### src/rtl/bitbalance_enumerator.sv
// Streams every WIDTH-bit word with exactly k ones, in ascending order, over valid/ready.
// Optional self-checker enabled by defining BITBAL_ENUM_CHECK_EN.
module bitbalance_enumerator #(
   parameter int WIDTH = 8,
   parameter int CW    = 4,
   parameter int IW    = 7
) (
   input  logic             clk,
   input  logic             reset,
   input  logic             req_valid,
   output logic             req_ready,
   input  logic [CW-1:0]    req_count,
   output logic             out_valid,
   input  logic             out_ready,
   output logic [WIDTH-1:0] out_word,
   output logic             out_last,
   output logic [IW-1:0]    out_index,
   output logic             err,
   output logic             chk_fail
);

   typedef enum logic {IDLE, RUN} state_t;

   state_t           state_q, state_d;
   logic [CW-1:0]    k_q, k_d;
   logic [WIDTH-1:0] word_q, word_d;
   logic [IW-1:0]    index_q, index_d;
   logic             err_q, err_d;

   logic [WIDTH:0]   ones_run, ones_req;
   logic [WIDTH-1:0] last_word;
   logic [WIDTH:0]   x_ext, c_ext, r_ext, next_ext;
   int               tz;
   logic             is_last;
   logic             handshake;
   logic             unused_bits;

   // Masks for the first word of a new request and the last word of the running sequence.
   always_comb begin
      ones_run  = ((WIDTH+1)'(1) << k_q) - (WIDTH+1)'(1);
      ones_req  = ((WIDTH+1)'(1) << req_count) - (WIDTH+1)'(1);
      last_word = ones_run[WIDTH-1:0] << (WIDTH - int'(k_q));
   end

   // Gosper's hack, one bit wider than the word so the carry out of x + c is kept.
   always_comb begin
      x_ext = {1'b0, word_q};
      c_ext = x_ext & (~x_ext + (WIDTH+1)'(1));
      r_ext = x_ext + c_ext;
      tz    = 0;
      for (int i = WIDTH; i >= 0; i--) begin
         if (c_ext[i]) tz = i;
      end
      next_ext = (((r_ext ^ x_ext) >> 2) >> tz) | r_ext;
   end

   assign unused_bits = ^{next_ext[WIDTH], ones_run[WIDTH], ones_req[WIDTH]};
   assign is_last     = (state_q == RUN) && (word_q == last_word);
   assign handshake   = (state_q == RUN) && out_ready;

   always_comb begin
      state_d = state_q;
      k_d     = k_q;
      word_d  = word_q;
      index_d = index_q;
      err_d   = 1'b0;
      case (state_q)
         IDLE: begin
            if (req_valid) begin
               if (int'(req_count) > WIDTH) begin
                  err_d = 1'b1;
               end else begin
                  k_d     = req_count;
                  word_d  = ones_req[WIDTH-1:0];
                  index_d = '0;
                  state_d = RUN;
               end
            end
         end
         RUN: begin
            if (out_ready) begin
               if (is_last) begin
                  state_d = IDLE;
               end else begin
                  word_d  = next_ext[WIDTH-1:0];
                  index_d = index_q + IW'(1);
               end
            end
         end
         default: state_d = IDLE;
      endcase
   end

   always_ff @(posedge clk or posedge reset) begin
      if (reset) begin
         state_q <= IDLE;
         k_q     <= '0;
         word_q  <= '0;
         index_q <= '0;
         err_q   <= 1'b0;
      end else begin
         state_q <= state_d;
         k_q     <= k_d;
         word_q  <= word_d;
         index_q <= index_d;
         err_q   <= err_d;
      end
   end

   assign req_ready = (state_q == IDLE);
   assign out_valid = (state_q == RUN);
   assign out_last  = is_last;
   assign out_word  = word_q;
   assign out_index = index_q;
   assign err       = err_q;

`ifdef BITBAL_ENUM_CHECK_EN
   logic [WIDTH-1:0] prev_q, prev_d;
   logic             chk_fail_q, chk_fail_d;
   logic             bad;

   function automatic int popcnt(input logic [WIDTH-1:0] v);
      int n;
      n = 0;
      for (int i = 0; i < WIDTH; i++) begin
         if (v[i]) n++;
      end
      return n;
   endfunction

   // Each accepted beat must carry k ones and be strictly above the previous beat.
   always_comb begin
      bad        = 1'b0;
      prev_d     = prev_q;
      if (handshake) begin
         if (popcnt(word_q) != int'(k_q)) bad = 1'b1;
         if ((index_q != '0) && (word_q <= prev_q)) bad = 1'b1;
         prev_d = word_q;
      end
      chk_fail_d = chk_fail_q | bad;
   end

   always_ff @(posedge clk or posedge reset) begin
      if (reset) begin
         prev_q     <= '0;
         chk_fail_q <= 1'b0;
      end else begin
         prev_q     <= prev_d;
         chk_fail_q <= chk_fail_d;
      end
   end

   assign chk_fail = chk_fail_q;
`else
   assign chk_fail = 1'b0;
`endif

endmodule

### config.mk
export PLATFORM = sky130hd
export DESIGN_NAME = bitbalance_enumerator
export DESIGN_NICKNAME = d
export VERILOG_FILES = /design/src/rtl/bitbalance_enumerator.sv
export SDC_FILE = /design/constraint.sdc
export NUM_CORES = 1
export LEC_CHECK = 0
export ABC_AREA = 0
export BUFFER_PORTS_ARGS = -buffer_cell sky130_fd_sc_hd__clkbuf_2
export CORE_MARGIN = 4
export CORE_UTILIZATION = 30
export CTS_CLUSTER_SIZE = 8
export DETAILED_ROUTE_END_ITERATION = 16
export GPL_TIMING_DRIVEN = 0
export PLACE_DENSITY = 0.53
export SYNTH_ARGS = -nofsm -noshare
export SYNTH_HDL_FRONTEND = slang
export SYNTH_SLANG_ARGS = --single-unit
### constraint.sdc
create_clock -name clk -period 5.2 [get_ports clk]
set_input_delay 0.52 -clock clk [delete_from_list [all_inputs] [get_ports clk]]
set_output_delay 0.52 -clock clk [all_outputs]
set_load 0.1 [all_outputs]
==> results.py, run 1 <==
metrics = {
    "run_status": {
        "status": "completed",
    },
    "synth": {
        "synth_cell_types": 68,
        "yosys_most_used_dff": "dfrtp_1",
        "synth_xor_xnor_area_share_pct": 2.163,
        "syn_area_per_cell_sq_um": 7.499,
        "ys_seq_elements": 21,
        "synth.mux.area_fraction_pct": 6.076,
        "synthTopCellsByArea": "dfrtp_1 22%, a21oi_1 5.1%, o21ai_0 4.9%",
        "yosysWarnings": 0,
        "synth_seq_area_share_pct": 21.63,
        "postSynth.asyncResetShare_pct": 100.0,
        "synth_edf_count": 0,
        "synthAdderAreaFrac_pct": 4.634,
        "yosys.area_share.simple_pct": 25.80,
        "synth_top_family_by_area": "compound AO/OA/AOI/OAI gates",
        "syn_area_sq_um": 2430,
        "synth_fp_nets": 341,
        "syn-instance-count": 324,
        "yosysMostFrequentCell": "nand2_1",
        "yosysTopAreaCellShare_pct": 21.63,
        "synth-compound-area-share_pct": 32.13,
        "synth_top_cells_by_count": "31 x nand2_1, 25 x a21oi_1, 24 x o21ai_0",
        "synth_area_leader_cell": "dfrtp_1",
    },
    "sta": {
        "timing.final.ws_setup_ns": 0.2803,
        "fin_skew_ns": 0.001955,
        "rsz0062_at_grt": "false",
        "min_period_ns": 4.920,
        "setup_violations": 0,
        "hold_violations": 0,
        "setup-tns-final_ns": 0,
        "slew_headroom_pct": 42.69,
        "max_freq_mhz": 203.3,
        "period_share_pct": 94.61,
        "worst_pin_slew_ns": 0.8597,
        "slew_violations": 0,
    },
    "floorplan": {
        "die_width_microns": 98.00,
        "fp.dieH_microns": 98.00,
        "ios": 28,
        "coreArea_sq_um": 7807,
        "dieArea_sq_um": 9603,
        "fp-row-count": 32,
        "start_util_pct": 31.12,
    },
    "setup_path": {
        "crit_slowest_cell": "or4_4",
        "cp_max_fo": 8,
        "r2r_cells": 14,
        "startpoint": "k_q[0]$_DFFE_PP0P_",
        "r2r-start": "k_q[0]$_DFFE_PP0P_",
        "critPathLaunchType": "register",
        "r2r_end": "out_word[3]$_DFFE_PP0P_",
        "r2r_slack_ns": 0.62,
        "path_class": "register to primary output",
        "cp.arrival_ns": 4.40,
        "crit_end": "out_last",
        "cp.required_ns": 4.68,
        "crit_path_end_kind": "primary output",
        "cpPeakStageDelay_ns": 0.57,
        "crit_top_cell": "ha_1",
        "crit_chain": "inv_1, ha_2, ha_1, nand2_1, ha_1, or3b_1, a21oi_1, o32a_1, o21ai_2, xnor2_1, or4_4, nor4_1, and2_1, clkbuf_4",
    },
    "layout": {
        "n_antenna_cell": 0,
        "drive_gt1_share_pct": 13.35,
        "fin_cells": 454,
        "area_delta_synth_final_pct": 12.31,
        "nFillCells": 834,
        "nets": 370,
    },
    "clock_tree": {
        "clkTransAtPathRegs_ns": 0.08,
        "clock_tree.root_cell": "clkbuf_8",
        "cts_tree": "yes",
        "ctsResizeCount": 0,
        "ctsHoldBuffers": 0,
        "cts_made_buffers": 3,
        "htree_levels": 1,
        "cts.sinks": 21,
        "clockBufferDepth": 2,
        "postCtsSetupRepairBufs": 0,
        "clkLatencyLatePin_ns": 0.26,
    },
    "detailed_routing": {
        "drtPass1Iterations": 5,
        "via_per_inst": 5.575,
        "drt-initial-drc-count": 188,
        "vias": 2531,
        "wl_microns": 7100,
        "drc": 0,
        "wire_per_inst_microns": 15.64,
        "ant_nets": 0,
    },
    "hold_path": {
        "hold_path_class": "primary input to async pin",
    },
    "placed_design": {
        "dp_cells": 450,
        "placement.io_buffers": 24,
        "pre_cts_slack_ns": 0.3808,
        "gp_congestion": 0.9110,
        "hpwl_microns": 5534,
    },
    "global_route": {
        "grt_pass1_wl_microns": 11900,
        "grt_overflow": 0,
        "grt_pass1_vias": 2395,
        "grt_usage_pct": 14.63,
        "antenna_found_initial": 0,
        "grt_max_degree": 22,
    },
    "job": {
        "max_cap_violations": 0,
    },
}
==> worst min-delay path by stage <==
| stage | depth (start not counted) | start | end | slack (ns) |
|---|---|---|---|---|
| 2_1_floorplan | 1 | reset | err$_DFF_PP0_ | 0.50 |
| 3_3_place_gp | 1 | out_index[6]$_DFFE_PP0P_ | out_index[6]$_DFFE_PP0P_ | 0.47 |
| 3_5_place_dp | 1 | out_index[6]$_DFFE_PP0P_ | out_index[6]$_DFFE_PP0P_ | 0.47 |
| 4_1_cts | 2 | reset | k_q[1]$_DFFE_PP0P_ | 0.43 |
| 5_1_grt | 2 | reset | k_q[1]$_DFFE_PP0P_ | 0.48 |
| 6_report | 2 | reset | err$_DFF_PP0_ | 0.40 |
==> worst max-delay path, delay by kind of cell, from the launching register on <==
kind	cells	cell delay (ns)
and+or+nand+nor	5	1.58
adders and majority gates	3	0.86
DFF	1	0.47
xor gates and xnor gates	1	0.15
buffers and inverters	2	0.58
AOI/OAI and AO/OA	3	0.51
==> metal layers <==
metal  share of wire [%]  vias to the layer above  GRT usage, %  wire length (microns)
met5                   0                        -             0                      0
met4                 1.7                        0         3.834                    123
met3                 3.5                       10         1.214                    246
met2                  47                       58         23.46                   3332
met1                  48                     1197         21.13                   3397
li1                    -                     1266             -                      -
==> cell families (layout without fill, tap and decap cells) <==
group,count (synthesis),in the layout
AOI/OAI and AO/OA,113,113
xor gates and xnor gates,6,6
adders and majority gates,9,9
buffers and inverters,42,70
DFF,21,21
muxes,14,14
other,1,1
and+or+nand+nor,118,118
==> placed cells by master (no fill, tap or decap), types with 12 or more instances in the layout <==
master and n:
a21oi_1 25, clkbuf_2 23, nand3_1 12, clkbuf_1 17, o21ai_0 24, inv_1 15
nand2_1 31, nor2_1 19, dfrtp_1 21
==> sequential cells by signal, summed over array words and instances, names as in the netlist <==
signal	flops
out_index	7
out_word	8
out_valid	1
k_q	4
err	1
==> per-stage QoR <==
stage / hold WS, ns / cell area, sq um / util [%]
2_1_floorplan: 0.4965 / 2430 / -
3_3_place_gp: 0.4701 / 2678 / 34.29
3_5_place_dp: 0.4709 / 2678 / 34.29
4_1_cts: 0.4285 / 2724 / 34.89
5_1_grt: 0.4795 / 2729 / 34.95
6_report: 0.4043 / 2729 / 34.95
==> cell type report <==
cell class / instances / area (sq um) / share of cell area [%]
tap: 102 / 127.6 / 4.677
inverter: 17 / 63.81 / 2.338
buffer: 25 / 116.4 / 4.264
clock inverter: 1 / 5.005 / 0.1834
clock buffer: 3 / 41.29 / 1.513
sequential: 21 / 525.5 / 19.26
timing repair buffer: 24 / 122.6 / 4.493
multi-input combinational: 261 / 1727 / 63.27
Power of run 1 is not shown: default switching activity piles up to over one toggle a cycle in this logic, so the estimate is an artifact.
==> inputs of run 2 (changes only) <==
CORE_MARGIN = not set   (was 4)
==> results.py, run 2 (synthesized netlist as in run 1, its figures left out) <==
metrics = {
    "layout": {
        "nFillCells": 849,
        "mostFrequentLayoutCells": "31 x nand2_1, 25 x a21oi_1, 24 x o21ai_0, 23 x clkbuf_2, 21 x dfrtp_1",
        "largest_reg_flops": 8,
        "drive_gt1_share_pct": 13.64,
        "area_delta_synth_final_pct": 12.31,
        "multi_input_area_sq_um": 1727,
        "n_antenna_cell": 0,
        "regArea_sq_um": 525.5,
        "final_common_cell": "nand2_1",
        "nets": 370,
    },
    "setup_path": {
        "path_delay_family": "simple AND/OR/NAND/NOR gates",
        "cp.arrival_ns": 4.37,
        "crit_path_end_kind": "primary output",
        "crit_slowest_cell": "or4_4",
        "path_class": "register to primary output",
        "cp_max_fo": 8,
        "crit_chain": "inv_2, ha_2, ha_1, nand2_1, ha_1, or3b_1, a21oi_1, o32a_1, o21ai_2, xnor2_1, or4_4, nor4_1, and2_1, clkbuf_4",
        "cpPeakStageDelay_ns": 0.56,
        "critPathLaunchType": "register",
        "cp.required_ns": 4.68,
        "cp_num_buf_inv": 2,
        "crit_top_cell": "ha_1",
    },
    "detailed_routing": {
        "vias": 2609,
        "via_per_inst": 5.747,
        "drt-initial-drc-count": 147,
        "ant_nets": 0,
        "drc": 0,
        "wl_microns": 7027,
        "wire_per_inst_microns": 15.48,
        "drtPass1Iterations": 5,
    },
    "sta": {
        "setup-tns-final_ns": 0,
        "fin_skew_ns": 0.009589,
        "slew_violations": 0,
        "period_share_pct": 94.02,
        "hold_violations": 0,
        "worst_pin_slew_ns": 0.8496,
        "setup_violations": 0,
        "rsz0062_at_grt": "false",
        "max_freq_mhz": 204.5,
        "slew_headroom_pct": 43.36,
        "min_period_ns": 4.889,
    },
    "placed_design": {
        "hpwl_microns": 5409,
        "placement.io_buffers": 24,
        "gp_congestion": 0.9121,
    },
    "floorplan": {
        "ios": 28,
        "coreArea_sq_um": 7767,
        "fp-row-count": 32,
        "start_util_pct": 31.28,
        "fp.dieH_microns": 92.00,
        "dieArea_sq_um": 8463,
        "die_width_microns": 92.00,
    },
    "clock_tree": {
        "clock_tree.root_cell": "clkbuf_8",
        "clkTransAtPathRegs_ns": 0.08,
        "cts_tree": "yes",
        "htree_levels": 1,
        "cts.sinks": 21,
        "clockBufferDepth": 2,
        "clkLatencyLatePin_ns": 0.26,
        "cts_made_buffers": 3,
    },
    "global_route": {
        "antenna_found_initial": 0,
        "grt_max_degree": 22,
        "grt_pass1_vias": 2349,
        "grt_pass1_wl_microns": 11990,
        "grt_overflow": 0,
        "grt_usage_pct": 17.28,
    },
    "run_status": {
        "status": "completed",
    },
    "hold_path": {
        "hold_path_class": "primary input to async pin",
    },
    "job": {
        "max_cap_violations": 0,
    },
}
run 2: cell counts in the layout (fill, tap and decap cells not counted):
No cell type changed its count.
run 2: area by class of cell:
| cell class | instances | share of cell area (%) |
|---|---|---|
| plain buffers | 25 | 4.264 |
| clock buffers | 3 | 1.513 |
| clock inverters | 1 | 0.1834 |
| inverters | 17 | 2.338 |
| multi-input cells | 261 | 63.27 |
| flip-flops and latches | 21 | 19.26 |
| well taps | 102 | 4.677 |
| repair buffers | 24 | 4.493 |
run 2: worst paths after layout:
check	slack, ns	cells after the start	end	start
worst max-delay path	0.31	14	out_last	k_q[0]$_DFFE_PP0P_
worst min-delay path	0.38	2	out_index[6]$_DFFE_PP0P_	reset
worst max register to register	0.69	14	out_word[2]$_DFFE_PP0P_	k_q[0]$_DFFE_PP0P_
worst min register to register	0.49	1	out_index[6]$_DFFE_PP0P_	out_index[6]$_DFFE_PP0P_
max in group asynchronous	4.31	2	out_word[7]$_DFFE_PP0P_	reset
min in group clk	0.49	1	out_index[6]$_DFFE_PP0P_	out_index[6]$_DFFE_PP0P_
run 2: through the flow:
stage                     util, %  hold slack [ns]  instance area (sq um)  instances  worst slack [ns]
final                       35.13           0.3787                   2729        454            0.3109
after global placement      34.47           0.4708                   2678        450            0.4002
after floorplan                 -           0.4965                   2430        324            0.7215
after detailed placement    34.47           0.4697                   2678        450            0.3716
after global routing        35.13           0.4609                   2729        454           0.03379
after CTS                   35.07           0.4075                   2724        454           0.05819
run 2: per-layer routing:
layer	GRT usage [%]	routed length (microns)	part of all wire [%]
met5	0	0	0
met1	24.94	3290	47
met4	3.385	110	1.6
met2	28.11	3253	46
met3	1.410	372	5.3
run 2: what timing repair did:
action	4_1_cts	5_1_grt
setup endpoints to repair	0	1
buffers inserted	0	0
hold buffers	0	0
hold endpoints to repair	0	0
resized for setup	0	4
Power of run 2 is left out for the same reason.
==> inputs of run 3 (changes only) <==
ABC_AREA = 1   (was 0)
==> results.py, run 3 <==
metrics = {
    "run_status": {
        "status": "completed",
    },
    "synth": {
        "syn-instance-count": 413,
        "yosysWarnings": 0,
        "synth_top_cells_by_count": "141 x nand2_1, 59 x nand3_1, 47 x inv_1",
        "yosys_most_used_dff": "dfrtp_1",
        "synth_seq_area_share_pct": 22.14,
        "syn_area_per_cell_sq_um": 5.747,
        "synth_cell_types": 33,
        "yosysTopAreaCellShare_pct": 22.30,
        "synth_fp_nets": 430,
        "synthTopCellsByArea": "nand2_1 22%, dfrtp_1 22%, nand3_1 12%",
        "syn_area_sq_um": 2374,
        "yosysMostFrequentCell": "nand2_1",
        "ys_seq_elements": 21,
        "synth_area_leader_cell": "nand2_1",
        "postSynth.asyncResetShare_pct": 100.0,
        "synth_edf_count": 0,
    },
    "placed_design": {
        "placement.io_buffers": 26,
        "pre_cts_slack_ns": 1.198,
        "dp_cells": 541,
        "hpwl_microns": 5266,
        "gp_congestion": 0.8751,
    },
    "setup_path": {
        "cp_max_fo": 10,
        "cp.required_ns": 4.68,
        "r2r_cells": 23,
        "critPathLaunchType": "register",
        "cp.arrival_ns": 3.75,
        "crit_path_end_kind": "primary output",
        "r2r_end": "out_index[4]$_DFFE_PP0P_",
        "crit_end": "out_last",
        "r2r-start": "k_q[0]$_DFFE_PP0P_",
        "path_class": "register to primary output",
        "startpoint": "k_q[0]$_DFFE_PP0P_",
        "r2r_slack_ns": 1.70,
    },
    "global_route": {
        "grt_usage_pct": 17.32,
        "grt_overflow": 0,
        "antenna_found_initial": 0,
        "grt_pass1_wl_microns": 11830,
        "grt_pass1_vias": 2511,
        "grt_max_degree": 22,
    },
    "layout": {
        "n_antenna_cell": 0,
        "nets": 461,
        "drive_gt1_share_pct": 12.42,
        "final_common_cell": "nand2_1",
        "area_delta_synth_final_pct": 12.76,
        "largest_reg_flops": 8,
        "mostFrequentLayoutCells": "141 x nand2_1, 59 x nand3_1, 47 x inv_1, 41 x nor2_1, 26 x clkbuf_2",
        "fin_cells": 545,
        "nFillCells": 884,
    },
    "clock_tree": {
        "htree_levels": 1,
        "clkLatencyLatePin_ns": 0.26,
        "ctsResizeCount": 0,
        "postCtsSetupRepairBufs": 0,
        "clock_tree.root_cell": "clkbuf_8",
        "cts_made_buffers": 3,
        "cts.sinks": 21,
        "ctsHoldBuffers": 0,
        "clockBufferDepth": 2,
        "cts_tree": "yes",
        "clkTransAtPathRegs_ns": 0.08,
    },
    "detailed_routing": {
        "drtPass1Iterations": 5,
        "drt-initial-drc-count": 146,
        "wire_per_inst_microns": 12.27,
        "via_per_inst": 4.844,
        "ant_nets": 0,
        "drc": 0,
        "vias": 2640,
        "wl_microns": 6689,
    },
    "sta": {
        "setup-tns-final_ns": 0,
        "timing.final.ws_setup_ns": 0.9294,
        "slew_headroom_pct": 43.95,
        "setup_violations": 0,
        "rsz0062_at_grt": "false",
        "max_freq_mhz": 234.2,
        "period_share_pct": 82.13,
        "worst_pin_slew_ns": 0.8399,
        "slew_violations": 0,
        "hold_violations": 0,
        "fin_skew_ns": 0.007052,
        "min_period_ns": 4.271,
    },
    "floorplan": {
        "coreArea_sq_um": 7687,
        "start_util_pct": 30.88,
        "fp.dieH_microns": 90.95,
        "ios": 28,
        "dieArea_sq_um": 8272,
        "die_width_microns": 90.95,
        "fp-row-count": 32,
    },
    "hold_path": {
        "hold_path_class": "primary input to async pin",
    },
    "job": {
        "max_cap_violations": 0,
    },
}
-- run 3: cell count changes after synthesis, moves of 8 or more --
cell	change
nor2_1	+22
mux2i_1	-8
nand3_1	+47
nand2b_1	-8
nand2_1	+110
clkbuf_1	-14
a21oi_1	-9
inv_1	+32
-- run 3: critical path, cell delays in order (launching register included) --
cell and delay, ns:
dfrtp_1 0.40, buf_2 0.20, inv_2 0.18, ha_1 0.24, ha_1 0.16, inv_1 0.03
nor2_1 0.23, inv_1 0.10, ha_1 0.32, nand2_1 0.07, nand3_1 0.09, nor2_1 0.13
inv_1 0.08, a21oi_1 0.17, nand2_1 0.07, nand2_1 0.05, nand3_1 0.10, nor2_2 0.17
nand2_2 0.10, nor2_1 0.10, clkbuf_2 0.46
-- run 3: worst min path at each step --
stage,startpoint,end,cells past startpoint
finish,reset,err$_DFF_PP0_,2
global placement,out_index[6]$_DFFE_PP0P_,out_index[6]$_DFFE_PP0P_,2
floorplan,reset,err$_DFF_PP0_,1
global route,reset,out_index[0]$_DFFE_PP0P_,2
detailed placement,out_index[6]$_DFFE_PP0P_,out_index[6]$_DFFE_PP0P_,2
CTS,reset,out_index[0]$_DFFE_PP0P_,2
-- run 3: routing by layer --
layer / wire, microns / share of wire, % / vias up / global-route usage (%)
li1: - / - / 1384 / -
met1: 3441 / 51 / 1196 / 24.16
met2: 2952 / 44 / 56 / 29.73
met3: 250 / 3.7 / 4 / 0.6700
met4: 44 / 0.66 / 0 / 3.571
met5: 0 / 0 / - / 0
-- run 3: kinds of logic after synthesis --
logic type / share of synthesized area [%]
AOI/OAI and AO/OA: 12.18
xor gates and xnor gates: 2.583
adders and majority gates: 4.744
buffers and inverters: 11.07
DFF: 22.14
other: 0.1580
and+or+nand+nor: 47.13
-- run 3: final cells by class --
class / count / area, sq um / share of cell area (%)
clock buffer: 4 / 45.04 / 1.683
timing repair buffer: 26 / 130.1 / 4.862
buffer: 9 / 56.30 / 2.104
multi-input combinational: 328 / 1585 / 59.23
sequential: 21 / 525.5 / 19.64
tap: 102 / 127.6 / 4.769
inverter: 55 / 206.4 / 7.714
-- run 3: through the flow --
step | cell area (sq um) | hold slack [ns] | utilization, %
after floorplan | 2374 | 0.4965 | -
after global placement | 2631 | 0.5415 | 34.23
after detailed placement | 2631 | 0.5436 | 34.23
after CTS | 2676 | 0.4324 | 34.81
after global routing | 2676 | 0.4814 | 34.81
final | 2676 | 0.3935 | 34.81
Power of run 3 is left out for the same reason.
